`src/rtl/spi_slave.sv`:
```
// SPI slave with synchronized sclk/cs_n/mosi sampled by the system clock.
// Supports all four SPI modes, back-to-back words, one-word tx holding register.
module spi_slave #(
    parameter int WIDTH = 8
) (
    input  logic             clk,
    input  logic             rst_n,
    input  logic [1:0]       mode,
    input  logic             sclk,
    input  logic             cs_n,
    input  logic             mosi,
    output logic             miso,
    output logic             miso_oe,
    input  logic [WIDTH-1:0] tx_data,
    input  logic             tx_valid,
    output logic             tx_ready,
    output logic [WIDTH-1:0] rx_data,
    output logic             rx_valid,
    output logic             busy,
    output logic             frame_err,
    output logic             tx_underrun
);

    localparam int CW = (WIDTH > 1) ? $clog2(WIDTH) : 1;

    typedef enum logic [0:0] {IDLE = 1'b0, ACTIVE = 1'b1} state_t;

    state_t           state_r, state_next_s;
    logic [1:0]       cs_sync_r, sclk_sync_r, mosi_sync_r, sync_ok_r;
    logic             cs_d_r, sclk_d_r, armed_r;
    logic             cpol_r, cpha_r, fresh_r;
    logic [CW-1:0]    bit_cnt_r;
    logic [WIDTH-1:0] hold_r, tx_sh_r, rx_sh_r, rx_data_r;
    logic             tx_ready_r, miso_r, miso_oe_r, rx_valid_r, busy_r;
    logic             frame_err_r, tx_underrun_r;

    logic             cs_fall_s, cs_rise_s, sclk_rise_s, sclk_fall_s;
    logic             frame_start_s, frame_end_s, lead_s, trail_s;
    logic             capture_s, shift_s, reload_s, load_s, write_s;
    logic [WIDTH-1:0] word_s, rx_word_s;

    assign cs_fall_s   = cs_d_r & ~cs_sync_r[1];
    assign cs_rise_s   = ~cs_d_r & cs_sync_r[1];
    assign sclk_rise_s = ~sclk_d_r & sclk_sync_r[1];
    assign sclk_fall_s = sclk_d_r & ~sclk_sync_r[1];

    // Synchronizers, edge-detect delay taps and the frame-start arming flag.
    // armed_r only sets once the synchronizer holds a real pin sample of cs_n high,
    // so a cs_n already low when reset is released cannot start a frame.
    always_ff @(posedge clk or negedge rst_n) begin
        if (!rst_n) begin
            cs_sync_r   <= 2'b11;
            sclk_sync_r <= 2'b00;
            mosi_sync_r <= 2'b00;
            sync_ok_r   <= 2'b00;
            cs_d_r      <= 1'b1;
            sclk_d_r    <= 1'b0;
            armed_r     <= 1'b0;
        end else begin
            cs_sync_r   <= {cs_sync_r[0], cs_n};
            sclk_sync_r <= {sclk_sync_r[0], sclk};
            mosi_sync_r <= {mosi_sync_r[0], mosi};
            sync_ok_r   <= {sync_ok_r[0], 1'b1};
            cs_d_r      <= cs_sync_r[1];
            sclk_d_r    <= sclk_sync_r[1];
            armed_r     <= armed_r | (sync_ok_r[1] & cs_sync_r[1]);
        end
    end

    // State register.
    always_ff @(posedge clk or negedge rst_n) begin
        if (!rst_n) begin
            state_r <= IDLE;
        end else begin
            state_r <= state_next_s;
        end
    end

    // Next-state logic and frame/sclk-edge strobes.
    always_comb begin
        state_next_s  = state_r;
        frame_start_s = 1'b0;
        frame_end_s   = 1'b0;
        lead_s        = 1'b0;
        trail_s       = 1'b0;
        case (state_r)
            IDLE: begin
                if (cs_fall_s && armed_r) begin
                    state_next_s  = ACTIVE;
                    frame_start_s = 1'b1;
                end else begin
                    state_next_s = IDLE;
                end
            end
            ACTIVE: begin
                if (cs_rise_s) begin
                    state_next_s = IDLE;
                    frame_end_s  = 1'b1;
                end else begin
                    lead_s  = cpol_r ? sclk_fall_s : sclk_rise_s;
                    trail_s = cpol_r ? sclk_rise_s : sclk_fall_s;
                end
            end
            default: begin
                state_next_s = IDLE;
            end
        endcase
    end

    // Between words a shift edge at bit count 0 is a reload; fresh_r marks the
    // CPHA=1 case where the frame-start load has not yet been presented.
    assign capture_s = cpha_r ? trail_s : lead_s;
    assign shift_s   = cpha_r ? lead_s : trail_s;
    assign reload_s  = shift_s & (bit_cnt_r == {CW{1'b0}}) & ~fresh_r;
    assign load_s    = frame_start_s | reload_s;
    assign write_s   = tx_valid & tx_ready_r;
    assign word_s    = tx_ready_r ? {WIDTH{1'b0}} : hold_r;
    assign rx_word_s = {rx_sh_r[WIDTH-2:0], mosi_sync_r[1]};

    // Datapath: holding register, tx/rx shift registers, bit counter, pulses.
    always_ff @(posedge clk or negedge rst_n) begin
        if (!rst_n) begin
            cpol_r        <= 1'b0;
            cpha_r        <= 1'b0;
            fresh_r       <= 1'b0;
            bit_cnt_r     <= {CW{1'b0}};
            hold_r        <= {WIDTH{1'b0}};
            tx_sh_r       <= {WIDTH{1'b0}};
            rx_sh_r       <= {WIDTH{1'b0}};
            rx_data_r     <= {WIDTH{1'b0}};
            tx_ready_r    <= 1'b1;
            miso_r        <= 1'b0;
            miso_oe_r     <= 1'b0;
            rx_valid_r    <= 1'b0;
            busy_r        <= 1'b0;
            frame_err_r   <= 1'b0;
            tx_underrun_r <= 1'b0;
        end else begin
            miso_oe_r     <= ~cs_sync_r[0];
            busy_r        <= (state_next_s == ACTIVE);
            rx_valid_r    <= 1'b0;
            frame_err_r   <= frame_end_s & (bit_cnt_r != {CW{1'b0}});
            tx_underrun_r <= load_s & tx_ready_r;

            if (write_s) begin
                hold_r     <= tx_data;
                tx_ready_r <= 1'b0;
            end else if (load_s) begin
                tx_ready_r <= 1'b1;
            end else begin
                tx_ready_r <= tx_ready_r;
            end

            if (frame_start_s) begin
                cpol_r    <= mode[1];
                cpha_r    <= mode[0];
                bit_cnt_r <= {CW{1'b0}};
                fresh_r   <= 1'b1;
                if (mode[0]) begin
                    tx_sh_r <= word_s;
                end else begin
                    miso_r  <= word_s[WIDTH-1];
                    tx_sh_r <= {word_s[WIDTH-2:0], 1'b0};
                end
            end else if (shift_s) begin
                fresh_r <= 1'b0;
                if (reload_s) begin
                    miso_r  <= word_s[WIDTH-1];
                    tx_sh_r <= {word_s[WIDTH-2:0], 1'b0};
                end else begin
                    miso_r  <= tx_sh_r[WIDTH-1];
                    tx_sh_r <= {tx_sh_r[WIDTH-2:0], 1'b0};
                end
            end else if (capture_s) begin
                if (bit_cnt_r == CW'(WIDTH - 1)) begin
                    rx_data_r  <= rx_word_s;
                    rx_valid_r <= 1'b1;
                    bit_cnt_r  <= {CW{1'b0}};
                end else begin
                    rx_sh_r   <= rx_word_s;
                    bit_cnt_r <= bit_cnt_r + CW'(1);
                end
            end else begin
                fresh_r <= fresh_r;
            end
        end
    end

    assign miso        = miso_r;
    assign miso_oe     = miso_oe_r;
    assign tx_ready    = tx_ready_r;
    assign rx_data     = rx_data_r;
    assign rx_valid    = rx_valid_r;
    assign busy        = busy_r;
    assign frame_err   = frame_err_r;
    assign tx_underrun = tx_underrun_r;

endmodule

```
`config.mk`:
```
export PLATFORM = sky130hd
export DESIGN_NAME = spi_slave
export DESIGN_NICKNAME = d
export VERILOG_FILES = /design/src/rtl/spi_slave.sv
export SDC_FILE = /design/constraint.sdc
export NUM_CORES = 1
export LEC_CHECK = 0
export ABC_AREA = 1
export CAP_MARGIN = 20
export CORE_ASPECT_RATIO = 1.4
export CORE_MARGIN = 5
export CORE_UTILIZATION = 27
export DETAILED_ROUTE_END_ITERATION = 8
export SLEW_MARGIN = 20
export SYNTH_ARGS = -nofsm -noshare
export SYNTH_HDL_FRONTEND = slang
export SYNTH_SLANG_ARGS = --single-unit
export TNS_END_PERCENT = 1
```
`constraint.sdc`:
```
create_clock -name clk -period 1.9 [get_ports clk]
set_input_delay 0.38 -clock clk [delete_from_list [all_inputs] [get_ports clk]]
set_output_delay 0.38 -clock clk [all_outputs]
set_load 0.02 [all_outputs]
```
Yosys cells after proc, flatten, opt, wreduce, memory -nomap -nowiden
Index checks and enable logic that the tools add are counted.

Register bits: 55. Bits of input ports: 16. Output and inout bits: 15. Logic and storage cells: 93.

Add/subtract/negate cells: 1. Eq/ne operators: 3. Multiplexer cells: 35. Bitwise logic cells: 22. Reduce and logical (&&, ||, !) cells: 10.

Operators by type and width (number): $mux 8 (5); $mux 1 (25); $mux 3 (4); $and 1x1->1 (10); $not 1->1 (10); $reduce_and 4->1 (2); $reduce_bool 2->1 (3); $ne 2x2->1 const B (2); $reduce_and 2->1 (2); $add 3x1->3 const B (1); $eq 3x3->1 const B (1); $logic_not 3->1 (1); $reduce_bool 3->1 (1); $or 1x1->1 (2); $pmux 1 s2 (1); $logic_and 1x1->1 (1).

Depth between registers and ports, before layout
Gate-level depths: netlist (run 1).

Word-level depth: 11. Mapped depth: 11.

Worst setup path after synthesis (run 1)
No wires, ideal clock.

Kind: flip-flop to flip-flop. Start: register bit_cnt_r[0]. End: register miso_r (netlist: miso). Library setup time: 122 ps. Data arrival time: 1418 ps. Data required time: 1778 ps. Path slack: 360 ps. Cell stages (with the launch flop): 10. Buffers on the path: 0. Cells stage by stage: dfrtp_1 -> inv_1 -> ha_1 -> nand2_1 -> nor2_1 -> nand3_2 -> nand2_1 -> nand2_1 -> nand2_1 -> o21ai_1.

Word-level cells in the longest chain between the ends: 6.

Ends and longest elaborated chain: start, declared (RTL line 32) `logic [CW-1:0] bit_cnt_r;`; start signal, assigned (RTL line 126) `bit_cnt_r <= {CW{1'b0}};`; start signal, assigned (RTL line 157) `bit_cnt_r <= {CW{1'b0}};`; start signal, assigned (RTL line 178) `bit_cnt_r <= {CW{1'b0}};`; $logic_not 3->1 (RTL line 114) `assign reload_s = shift_s & (bit_cnt_r == {CW{1'b0}}) & ~fresh_r;`; $and 1x1->1 (2 in a row) (RTL line 114); $mux 1 (RTL line 167) `if (reload_s) begin`; $mux 1 (RTL line 165) `end else if (shift_s) begin`; $mux 1 (RTL line 154) `if (frame_start_s) begin`; end signal, assigned (RTL line 162) `miso_r <= word_s[WIDTH-1];`; end signal, assigned (RTL line 168) `miso_r <= word_s[WIDTH-1];`; end signal, assigned (RTL line 171) `miso_r <= tx_sh_r[WIDTH-1];`; end, declared (RTL line 34) `logic tx_ready_r, miso_r, miso_oe_r, rx_valid_r, busy_r;`.

No other way between the ends. The select of a mux whose other input is x is not followed. A chain may end at the register's enable or synchronous reset.

Worst setup path in the final report (run 1)
Start: register tx_ready_r (netlist: tx_ready). End: output tx_ready.

RTL lines: start, declared (RTL line 34); start signal, assigned (RTL line 151) `tx_ready_r <= tx_ready_r;`; end, declared (RTL line 16) `output logic tx_ready,`.

No word-level cell between the ends.

==> results of run 1 <==
==> power groups by stage <==
stage | Sequential [W] | Clock, W | Combinational [W]
final | 0.00174 | 0.00116 | 0.00134
after global routing | 0.00179 | 0.00124 | 0.00154
after CTS | 0.00174 | 0.00118 | 0.00136
after detailed placement | 0.00176 | 0 | 0.00135
after global placement | 0.00175 | 0 | 0.00132
after floorplan | 0.00182 | 0 | 0.000841
==> cell type report <==
cell class                      count  area, um2  area share, %
Inverter                           31        116           3.88
Timing Repair Buffer               35        348           11.6
Tap cell                          105        131           4.39
Sequential cell                    55       1380           46.1
Clock inverter                      2       60.1           2.01
Multi-Input combinational cell    161        830           27.7
Clock buffer                        6        129           4.30
==> logic make-up after synthesis <==
| kind of cell | Yosys count | synth area share, % |
|---|---|---|
| AND/OR/NAND/NOR | 110 | 20.6 |
| flip-flops | 55 | 58.5 |
| other | 1 | 0.159 |
| adder cells (fa/ha/maj) | 3 | 1.59 |
| AO/OA/AOI/OAI | 39 | 8.96 |
| buffers and inverters | 36 | 6.36 |
| multiplexers | 8 | 3.82 |
==> metal layers <==
layer / share of wire (%) / global-route usage, %
met4: 1.1 / 2.89
met5: 0 / 0
met3: 3.9 / 2.73
met2: 50 / 15.8
met1: 45 / 12.7
==> state kept, by name (all words and copies together), names as in the netlist, 2 cells and up <==
name / flops
cs_sync_r: 2
rx_sh_r: 7
rx_data: 8
mosi_sync_r: 2
sclk_sync_r: 2
sync_ok_r: 2
tx_sh_r: 8
hold_r: 8
bit_cnt_r: 3
==> worst paths after layout <==
check / from / end / cells after the start
max: tx_ready$_DFFE_PN1P_ / tx_ready / 1
min: sync_ok_r[0]$_DFF_PN0_ / sync_ok_r[1]$_DFF_PN0_ / 0
max reg2reg: cs_d_r$_DFF_PN1_ / tx_sh_r[4]$_DFFE_PN0P_ / 6
min reg2reg: sync_ok_r[0]$_DFF_PN0_ / sync_ok_r[1]$_DFF_PN0_ / 0
max in group asynchronous: rst_n / tx_ready$_DFFE_PN1P_ / 3
min in group asynchronous: rst_n / sclk_d_r$_DFF_PN0_ / 2
==> placed cells by master, fill, tap and decap left out, types with 3 or more instances in the layout <==
cell             netlist  layout
nand2_1               57      57
dfrtp_1               51      51
clkdlybuf4s50_1        0      29
inv_1                 26      25
nor2_1                24      24
nand3_1               19      19
o21ai_1               17      17
o21ai_0               11      11
a21oi_1                8       8
mux2_2                 8       8
inv_2                  4       5
clkbuf_16              0       5
dfstp_2                4       4
ha_1                   3       3
buf_4                  1       3
==> through the flow <==
stage	util, %	hold slack, ns	cells
after CTS	35.0	0.352	395
after floorplan	-	0.0844	252
after detailed placement	32.7	0.220	386
after global routing	35.0	0.369	395
after global placement	32.7	0.223	386
final	35.0	0.349	395
==> repair_timing <==
action,in CTS,in global routing
setup endpoints to repair,0,10
setup buffers,0,0
gates resized for setup,0,1
hold endpoints to repair,4,0
hold buffers,1,0
==> summary by stage, run 1 <==
Power and ir drop
The design internal power is 0.00286 W. Per report_power, the combinational group accounts for 31.6% of the total. The total power divided by cell area is 1410 nW/um2. Of the total power, the share spent switching nets is 32.6%. Total power for the finished layout comes to 0.00424 W. The standby leakage power is 1.43 nW. In this run, the clock network consumes 27.4% of the power.

Summed over all nets, the switching power comes to 0.00138 W. IR analysis of the VDD net gives a maximum drop of 771 uV. The sequential cell fraction of total power is 41.0%.

Synth
By count the netlist is led by 57 x nand2_1, 51 x dfrtp_1, 26 x inv_1. By area the synthesized netlist is led by dfrtp_1 54%, nand2_1 9.1%, dfstp_2 4.5%. The post-synthesis async set-or-reset flop share is 100%. Counting flops with a built-in enable in the synthesized netlist gives 0.

Synthesis handed over a netlist of 252 instances. The total of warnings raised by yosys is 0. Counting distinct cell types in the post-synthesis netlist gives 27. The cell taking the most area after synthesis is dfrtp_1. After synthesis, the mean cell area works out to 9.37 um2.

The synthesized design contains 55 register bits. The library cell with the highest instance count after synthesis is nand2_1. Counting every net in the synthesized netlist gives 271. Sequential elements use 58.5% of the synthesized area. Summed over its instances, the top area cell type makes up 54.1% of the synthesized netlist area. The post-synthesis instance area is 2360 um2. Among all flip-flop cells after synthesis, the most frequent one is dfrtp_1.

Setup path
The worst setup path is of the reg -> out kind. STA puts the critical path data arrival time at 1.45 ns. The family of cells with the greatest summed delay on the critical path is buffers and inverters.

The largest driver fanout on the critical path is 4. At the worst endpoint, the required time is 1.52 ns. On the critical path, the stage with the largest delay is an instance of clkdlybuf4s50_1.

On the worst path, the slowest cell contributes a delay of 0.60 ns. The critical path goes through clkdlybuf4s50_1. The worst register-to-register path has a setup slack of 0.23 ns. The sort of element at the end of the critical path is an output pin. The kind of start point of the critical path is a flop. The sum of buffers and inverters on the critical path is 1.

STA
Based on the critical path, the design can be clocked at up to 547 MHz. Dividing the final minimum period by the clock period gives 96.2%. Setup repair after global routing left no endpoint under its margin. The shortest clock period the worst path allows after layout is 1.83 ns. For the final database, setup skew stands at 0.00444 ns. Once routing completed, OpenROAD measured the worst setup slack at 0.0724 ns.

The final sum of negative setup slack is 0 ns. The count of pins over their slew limit is 0. The final-report setup violation count is 0. The number of failing hold endpoints at the final stage is 0.

Placed design
Timing analysis after detailed placement gives a worst setup slack of 0.192 ns. The instance area at placement is 2800 um2. Summed over all nets, the half-perimeter wirelength after detailed placement is 3.45 mm.

At the end of routability-driven placement, the weighted congestion stood at 0.806. The count of buffers from port buffering is 30.

Global routing
The largest net degree at the start of global routing is 31. The first global-routing pass estimated 8.25 mm of wire. The global router's overall resource usage is 9.80%. The total global routing overflow is 0.

The number of antenna violations at the first check in global routing is 0. The via count of the first global-routing pass is 1755.

Floorplan
The site row count is 40. For this design the top-level I/O count stands at 31. The die covers 10700 um2.

The floorplan step set the die width to 89.0 um. After floorplanning, the core was sized to cover 8560 um2. The initial utilization of the core area, before any placement, comes to 27.6%. The height of the die is 121 um.

Routing
The post-detailed-route wirelength per cell is 12.0 um. The mean number of vias per cell is 4.41. The total iterations of the first detailed-routing run is 4. For this run, design rule violations remaining after detail routing come to 0. The detailed router placed 1743 vias in this run. The remaining number of nets flagged by the antenna check after routing is 0. The number of design-rule violations left by the first detailed-router iteration is 55. For this block, the routed nets add up to 4.75 mm of wire.

Final layout
Cells with a size suffix above 1 make up 12.8% of the layout. The number of antenna diodes is 0. The finished layout cell area is 3000 um2.

The number of nets at the end of the flow is 308. The number of fillers in the final layout is 873. Relative to the synthesized area, the layout overhead comes to 26.9%.

Min path
The class of the tightest hold or removal check is reg -> reg.

Clock tree
The clock net in this run drives a total of 55 sinks. The clock transition at the registers of the reported paths is 0.07 ns. Clock tree synthesis selected as its root buffer the cell clkbuf_16.

The maximum clock insertion buffer count is 2. The CTS tree is yes. The total clock buffers created by CTS is 5. The insertion delay to the later sink of the worst-skew pair is 0.29 ns. The deepest level of the CTS H-tree is 2.

Outcome
The run finished with clean final reports.

Run
The tool flagged a number of max-cap violations equal to 0.
Note: power is estimated with default switching activity, not from simulation.
==> inputs of run 2 (changes only) <==
GPL_TIMING_DRIVEN = 0   (was unset)
==> summary by stage, run 2 (same netlist as run 1, synthesis figures left out) <==
Setup path
The endpoint arrival time on the critical path came to 1.45 ns (about the same). Chain of cells forming the critical path: clkdlybuf4s50_1 (unchanged). The kind of start point of the critical path is a flop (unchanged). The sum of buffers and inverters on the critical path came to 1 (unchanged). The critical path data required time was 1.52 ns (about the same).

The kind of critical path is reg -> out (unchanged). The largest driver fanout on the critical path is 4 (unchanged). The largest stage delay on the critical path is 0.60 ns (about the same). The standard cell with the maximum stage delay on the critical path is clkdlybuf4s50_1 (unchanged). The sort of element at the end of the critical path is an output pin (unchanged). The family of cells with the greatest summed delay on the critical path was buffers and inverters (unchanged).

Clock tree
The number of sinks on the clock net is 55 (unchanged). The clock tree root driver cell was clkbuf_16 (unchanged). The clock transition at the registers of the reported paths came to 0.07 ns (about the same). The insertion delay to the later sink of the worst-skew pair is 0.29 ns (about the same). The deepest level of the CTS H-tree is 2 (unchanged). The number of buffers inserted for hold repair after clock tree synthesis is 0 (was 1). The CTS tree was yes (unchanged). The total clock buffers created by CTS came to 5 (unchanged). The maximum clock insertion buffer count came to 2 (unchanged).

Floorplan
The placeable core area was 8560 um2 (unchanged). The die width was 89.0 um (unchanged). The effective utilization at floorplan came to 27.6% (unchanged). The number of top-level pins is 31 (unchanged).

The site row count was 40 (unchanged). The height of the die is 121 um (unchanged). The total die area was 10700 um2 (unchanged).

STA
The transition time at the pin with the least slew margin is 0.690 ns. The worst clock skew on the final layout was 0.00286 ns (was 0.00444 ns). RSZ-0062 raised after global routing: true (was false).

The final worst setup slack is 0.0689 ns (was 0.0724 ns). The shortest clock period the worst path allows after layout is 1.83 ns (about the same). Measured against its own limit, the worst slew margin works out to 54.0%.

The final-report setup violation count is 0 (unchanged). The number of failing hold endpoints at the final stage was 0 (unchanged). The count of pins over their slew limit is 0 (unchanged). The upper clock frequency limit is 546 MHz (was 547 MHz). The ratio of final minimum period to clock period came to 96.4% (was 96.2%).

Final layout
The number of fillers in the final layout came to 869 (was 873). The leading cell type in the layout, fill and taps excluded was nand2_1 (unchanged). The number of nets at the end of the flow was 308 (unchanged). Commonest cells after routing, fill and taps aside: 57 x nand2_1, 51 x dfrtp_1, 29 x clkdlybuf4s50_1 (unchanged). The share of cells above drive strength 1 is 13.8% (was 12.8%). The layout-stage area growth over the synthesis result came to 25.9% (was 26.9%). The number of antenna diodes is 0 (unchanged).

Power and ir drop
The standby leakage power is 1.42 nW (was 1.43 nW). The overall power consumption is 0.00418 W (was 0.00424 W). The worst vdd rail ir drop was 614 uV (was 771 uV). The total power divided by cell area was 1410 nW/um2 (about the same).

Run
The number of violations of the max-capacitance limit came to 0 (unchanged).

Global routing
The global-route wire length before repair came to 8.63 mm (was 8.25 mm). The via count of the first global-routing pass is 1822 (was 1755). The number of antenna violations at the first check in global routing is 0 (unchanged). The largest net degree at the start of global routing came to 56 (was 31). The global router's overall resource usage is 10.1% (was 9.80%).

The total global routing overflow came to 0 (unchanged).

Placed design
The HPWL after detailed placement is 3.45 mm (about the same). The count of buffers from port buffering is 30 (unchanged). The final estimated routing congestion in global placement is 0.807 (was 0.806). The worst setup slack after placement was -0.0654 ns (was 0.192 ns).

Routing
The via count is 1784 (was 1743). The remaining number of nets flagged by the antenna check after routing is 0 (unchanged). The number of design-rule violations left by the first detailed-router iteration is 125 (was 55). The post-detailed-route wirelength per cell is 12.4 um (was 12.0 um). The mean number of vias per cell is 4.52 (was 4.41). The wire length after detailed routing was 4.92 mm (was 4.75 mm). The total iterations of the first detailed-routing run was 4 (unchanged). The remaining design rule violation count is 0 (unchanged).

Min path
The class of the tightest hold or removal check is in -> async (was reg -> reg).

Outcome
Outcome: finished clean (unchanged).
==> run 2: through the flow <==
step	setup TNS, ns	hold slack, ns	instance area, um2	util, %	std cells
2_1_floorplan	0	0.0844	2360	-	252
4_1_cts	0	0.167	2970	34.7	395
5_1_grt	-0.000361	0.199	2970	34.7	395
3_5_place_dp	-0.224	0.335	2790	32.6	387
6_report	0	0.114	2970	34.7	395
3_3_place_gp	-68.48	0.331	2790	32.6	387
==> run 2: area by class of cell <==
class,count,area (um2),share of cell area (%)
Timing Repair Buffer,30,298,10.0
Buffer,5,33.8,1.14
Sequential cell,55,1380,46.5
Clock inverter,2,35.0,1.18
Inverter,31,116,3.92
Tap cell,105,131,4.42
Multi-Input combinational cell,161,837,28.2
Clock buffer,6,139,4.67
==> run 2: power breakdown <==
part | internal (W) | total [W] | switching [W]
Clock | 0.000656 | 0.00107 | 0.000411
Combinational | 0.000563 | 0.00137 | 0.000806
Sequential | 0.00154 | 0.00174 | 0.000199
Total | 0.00276 | 0.00418 | 0.00142
==> run 2: worst paths after layout <==
check / start / end / slack, ns / cells after the start
worst max-delay path: tx_ready$_DFFE_PN1P_ / tx_ready / 0.07 / 1
worst min-delay path: rst_n / sclk_d_r$_DFF_PN0_ / 0.11 / 1
worst max register to register: cs_d_r$_DFF_PN1_ / rx_data[5]$_DFFE_PN0P_ / 0.18 / 10
worst min register to register: mosi_sync_r[0]$_DFF_PN0_ / mosi_sync_r[1]$_DFF_PN0_ / 0.35 / 0
max in group asynchronous: rst_n / tx_sh_r[1]$_DFFE_PN0P_ / 1.31 / 1
min in group clk: mosi_sync_r[0]$_DFF_PN0_ / mosi_sync_r[1]$_DFF_PN0_ / 0.35 / 0
==> run 2: layer usage <==
layer | up-vias | GRT usage [%] | part of all wire [%]
met1 | 864 | 12.4 | 44
li1 | 881 | - | -
met5 | - | 0 | 0
met2 | 28 | 16.9 | 50
met3 | 11 | 2.25 | 3.5
met4 | 0 | 4.28 | 2.4
==> run 2: repair_timing <==
| action | in CTS | in global routing |
|---|---|---|
| setup endpoints to repair | 9 | 6 |
| buffers inserted | 0 | 0 |
| gates resized for setup | 1 | 2 |
==> inputs of run 3 (changes only) <==
ABC_CLOCK_PERIOD_IN_PS = 1900   (was unset)
CAP_MARGIN = 25   (was 20)
==> results of run 3 <==
Final layout, timing and power as in run 2 (identical DEF).
